==> config.mk <==
export PLATFORM = sky130hd
export DESIGN_NAME = otp_part_buf
export DESIGN_NICKNAME = d
export VERILOG_FILES = /design/src/rtl/otp_part_buf_pkg.sv /design/src/rtl/otp_part_buf.sv
export SDC_FILE = /design/constraint.sdc
export NUM_CORES = 1
export LEC_CHECK = 0
export CAP_MARGIN = 40
export CORE_MARGIN = 8
export CORE_UTILIZATION = 41
export DETAILED_ROUTE_END_ITERATION = 12
export PLACE_DENSITY_LB_ADDON = 0.3
export SYNTH_ARGS = -nofsm -noshare
export SYNTH_HDL_FRONTEND = slang
export SYNTH_SLANG_ARGS = --single-unit
export TNS_END_PERCENT = 5
==> constraint.sdc <==
create_clock -name clk_i -period 1.9 [get_ports clk_i]
set_input_delay 0.19 -clock clk_i [delete_from_list [all_inputs] [get_ports clk_i]]
set_output_delay 0.19 -clock clk_i [all_outputs]
set_load 0.03 [all_outputs]
==> src/rtl/otp_part_buf_pkg.sv <==
// Shared types and elaboration helpers for the OTP partition buffer.
package otp_part_buf_pkg;

    // Load FSM states. All codes are at least Hamming distance 3 apart so that
    // no single bit flip turns one legal state into another. Any code not listed
    // here is treated as ErrorSt by the FSM.
    typedef enum logic [5:0] {
        IdleSt  = 6'b000000,
        ReadSt  = 6'b000111,
        WaitSt  = 6'b111000,
        DoneSt  = 6'b011110,
        ErrorSt = 6'b101101
    } state_e;

    // Number of OTP words needed to fill a partition.
    function automatic int calc_num_words(input int part_size, input int data_width);
        return part_size / data_width;
    endfunction

    // Width of the word index. It is never narrower than one bit.
    function automatic int calc_idx_width(input int num_words);
        return (num_words > 1) ? $clog2(num_words) : 1;
    endfunction

    // The partition must be a whole, non-zero number of words.
    function automatic bit part_size_ok(input int part_size, input int data_width);
        return (data_width > 0) && (part_size >= data_width) && ((part_size % data_width) == 0);
    endfunction

    // The last word of the partition must still be addressable.
    function automatic bit addr_range_ok(input longint base_addr, input longint num_words,
                                         input int addr_width);
        return (base_addr + num_words - 1) <= ((longint'(1) << addr_width) - 1);
    endfunction

endpackage

==> src/rtl/otp_part_buf.sv <==
// OTP partition buffer: loads a partition word by word from the OTP macro and
// exposes it only after a complete, error-free load.
module otp_part_buf
    import otp_part_buf_pkg::*;
#(
    parameter int DataWidth      = 32,
    parameter     PartInvDefault = 64'h0,
    parameter int AddrWidth      = 11,
    parameter int PartBaseAddr   = 0
) (
    input  logic                                clk_i,
    input  logic                                rst_ni,
    input  logic                                init_req_i,
    output logic                                init_done_o,
    output logic                                otp_req_o,
    output logic [AddrWidth-1:0]                otp_addr_o,
    input  logic                                otp_gnt_i,
    input  logic                                otp_rvalid_i,
    input  logic [DataWidth-1:0]                otp_rdata_i,
    input  logic                                otp_err_i,
    output logic [$bits(PartInvDefault)-1:0]    part_data_o,
    output logic                                part_valid_o,
    output logic                                error_o
);

    localparam int PartSize = $bits(PartInvDefault);
    localparam int NumWords = calc_num_words(PartSize, DataWidth);
    localparam int IdxWidth = calc_idx_width(NumWords);

    localparam logic [PartSize-1:0]  InvDefault = PartInvDefault;
    localparam logic [IdxWidth-1:0]  LastIdx    = IdxWidth'(NumWords - 1);
    localparam logic [AddrWidth-1:0] BaseAddr   = AddrWidth'(PartBaseAddr);

    if (!part_size_ok(PartSize, DataWidth)) begin : gen_size_check
        $error("otp_part_buf: partition width must be a non-zero multiple of DataWidth");
    end

    if (!addr_range_ok(longint'(PartBaseAddr), longint'(NumWords), AddrWidth)) begin : gen_addr_check
        $error("otp_part_buf: partition exceeds the OTP address range");
    end

    state_e                state_q, state_d;
    logic [IdxWidth-1:0]   idx_q, idx_d;
    logic [PartSize-1:0]   buf_q, buf_d;

    // State, word index and buffer registers.
    always_ff @(posedge clk_i or negedge rst_ni) begin
        if (!rst_ni) begin
            state_q <= IdleSt;
            idx_q   <= '0;
            buf_q   <= InvDefault;
        end else begin
            state_q <= state_d;
            idx_q   <= idx_d;
            buf_q   <= buf_d;
        end
    end

    // Next-state logic: walk the partition one word per req/gnt/rvalid round trip.
    always_comb begin
        state_d = state_q;
        idx_d   = idx_q;
        buf_d   = buf_q;
        case (state_q)
            IdleSt: begin
                if (otp_rvalid_i) begin
                    state_d = ErrorSt;
                end else if (init_req_i) begin
                    idx_d   = '0;
                    state_d = ReadSt;
                end
            end
            ReadSt: begin
                if (otp_rvalid_i) begin
                    state_d = ErrorSt;
                end else if (otp_gnt_i) begin
                    state_d = WaitSt;
                end
            end
            WaitSt: begin
                if (otp_rvalid_i) begin
                    if (otp_err_i) begin
                        state_d = ErrorSt;
                    end else begin
                        for (int w = 0; w < NumWords; w++) begin
                            if (idx_q == IdxWidth'(w)) begin
                                buf_d[w*DataWidth +: DataWidth] = otp_rdata_i;
                            end
                        end
                        if (idx_q == LastIdx) begin
                            state_d = DoneSt;
                        end else begin
                            idx_d   = idx_q + IdxWidth'(1);
                            state_d = ReadSt;
                        end
                    end
                end
            end
            DoneSt: begin
                if (otp_rvalid_i) begin
                    state_d = ErrorSt;
                end
            end
            ErrorSt: begin
                state_d = ErrorSt;
            end
            default: begin
                state_d = ErrorSt;
            end
        endcase
    end

    // Output decode from the registered state only; illegal codes read as errors.
    always_comb begin
        otp_req_o    = 1'b0;
        init_done_o  = 1'b0;
        part_valid_o = 1'b0;
        error_o      = 1'b0;
        case (state_q)
            IdleSt, WaitSt: begin
            end
            ReadSt: begin
                otp_req_o = 1'b1;
            end
            DoneSt: begin
                part_valid_o = 1'b1;
                init_done_o  = 1'b1;
            end
            default: begin
                error_o     = 1'b1;
                init_done_o = 1'b1;
            end
        endcase
    end

    assign otp_addr_o  = BaseAddr + AddrWidth'(idx_q);
    assign part_data_o = part_valid_o ? buf_q : InvDefault;

endmodule

==> impl_metrics.tcl <==
set metrics [dict create \
    clock-root-buffer "clkbuf_8" \
    dp_cells 481 \
    maxSlewViolCount 0 \
    ys_types 35 \
    track_usage 0.1540 \
    ys_ff_latch 71 \
    post-route-util 0.6100 \
    setup.worst_path.start "state_q[0]" \
    cp_max_fo 14 \
    ys_top_cells_by_count "dfrtp_1, and3_1, mux2_2" \
    skew_ns 0.008716 \
    hold_violations 0 \
    final.period_utilization 1.010 \
    async_flop_share 1.000 \
    gp_congestion 0.8116 \
    vias_per_cell 5.078 \
    ioPinCount 117 \
    syn_area_per_cell_um2 12.88 \
    power_w 0.002933 \
    clk_latency_ns 0.35 \
    grt_overflow 0 \
    io_buffers 106 \
    yosys.area.top_type "dfrtp_1" \
    cts.reportedPaths.clkPinSlew_ns 0.08 \
    core-area_mm2 0.008258 \
    drt-total-wl_um 9002 \
    drive_gt1_frac 0.4772 \
    hold_ws_ns 0.3192 \
    drtIter0Drc 79 \
    netlist_area_mm2 0.003503 \
    synthMostInstantiatedCell "dfrtp_1" \
    ys_seq_area_frac 0.5071 \
    p_leak_nw 2.697 \
    setup_viol 27 \
    required_ns 2.13 \
    clock-sinks 71 \
    die_h_um 108.4 \
    rows 33 \
    power_density_mw_per_mm2 582.3 \
    startpoint_type "flip-flop" \
    final_cells 499 \
    grt_pass1_wl_um 14210 \
    start_util 0.4242 \
    htree_num_levels 3 \
    drc 0 \
    min_path_type "input port to async pin" \
    synth_top_area_share 0.5071 \
    vias 2534 \
    synth_edf_count 0 \
    synth_warnings 0 \
    cts_tree "yes" \
    fmax_ghz 0.5213 \
    drt_first_pass_iters 5 \
    antenna_found_initial 0 \
    antennaDiodeCount 0 \
    r2r_cells 5 \
    ir_drop_mv 0.3648 \
    final_nets 427 \
    cp-end-kind "flip-flop" \
    max_cap_violations 0 \
    place_ws_ns -0.0002964 \
    finalCriticalPeriod_ns 1.918 \
    synthFlopType "dfrtp_1" \
    worst-setup-path-type "flip-flop to flip-flop" \
    design.die.area_mm2 0.01176 \
    clock_path_buffers 2 \
    grt_pass1_vias 2775 \
    syn2layout_area_growth_pct 43.79 \
    rsz0062_at_grt "true" \
    hpwl_um 6415 \
    reg2reg_slack_ns -0.02 \
    r2r_end "buf_q[9]" \
    r2r_start "state_q[0]" \
    cts_buffers 9 \
    violations "setup timing" \
    cp.arrival_ns 2.15 \
    grt_max_degree 44 \
    fin_ws_ns -0.01829 \
    num-fill-cells 680 \
    endpoint "buf_q[9]" \
    die_w_um 108.4 \
    ant_nets 0 \
    yosys-top-cells-area "dfrtp_1, mux2_4, and3_1" \
    synth_cells 272 \
    drt-wirelength-per-cell_um 18.04 \
    status "finished with violations" \
]
repair_timing:
item	4_1_cts	5_1_grt
endpoints found under the hold margin	28	0
hold buffers	1	0
setup buffers	0	1
resized for setup	17	43
pin swaps	0	2
setup endpoints to repair	52	100
through the flow:
step	TNS (ns)	instance area [um^2]
after detailed placement	-0.0002964	4584
after global routing	-5.030	5037
after CTS	-0.2072	4863
after global placement	0	4584
final	-0.3342	5037
after floorplan	0	3542
kinds of logic after synthesis:
logic type / share of synthesized area
DFF: 0.5071
buffers and inverters: 0.06321
other: 0.001070
AOI/OAI and AO/OA: 0.02607
and+or+nand+nor: 0.1557
muxes: 0.2468
metal layers:
layer,global-route usage,vias to the layer above,routed length (um)
met5,0,-,0
met4,0.05865,0,138
met3,0.05235,10,692
met2,0.2493,82,4410
met1,0.1853,1251,3762
li1,-,1191,-
critical path, stage by stage (launching register included):
cell	delay, ns
dfrtp_2	0.44
and3b_4	0.36
and3b_4	0.23
and3b_2	0.27
buf_12	0.19
mux2_4	0.31
power by group:
part,switching [W],internal (W),total [W]
registers,0.0000000101,0.00151,0.00151
logic,0.0000844,0.0000788,0.000163
clock network,0.000577,0.000684,0.00126
layout by cell type, fill, tap and decap left out, types with 7 or more instances in the layout:
master           instances
and3_4                   7
buf_6                   39
conb_1                  10
buf_4                   45
clkbuf_8                11
mux2_2                  30
dfrtp_1                 70
and3_1                  57
mux2_4                  33
clkdlybuf4s50_1         37
worst min path at each step:
stage	start	endpoint	slack (ns)	cells past startpoint
floorplan	rst_ni	buf_q[0]	-0.11	0
global placement	rst_ni	buf_q[36]	0.14	1
detailed placement	rst_ni	buf_q[36]	0.15	1
CTS	rst_ni	buf_q[36]	0.31	2
global route	rst_ni	buf_q[42]	0.36	2
finish	rst_ni	buf_q[36]	0.32	2
registers in the layout, indices dropped and copies added (netlist names):
register and flops:
buf_q 64, idx_q 1, state_q 6
layout make-up:
class	count	area, um^2	area share
clock buffers	12	155.1	0.03080
clock inverters	4	52.55	0.01043
inverters	3	11.26	0.002235
multi-input cells	174	1605	0.3187
flip-flops and latches	71	1778	0.3530
well taps	105	131.4	0.02608
repair buffers	130	1304	0.2588
Note: power is estimated with default switching activity, not from simulation.
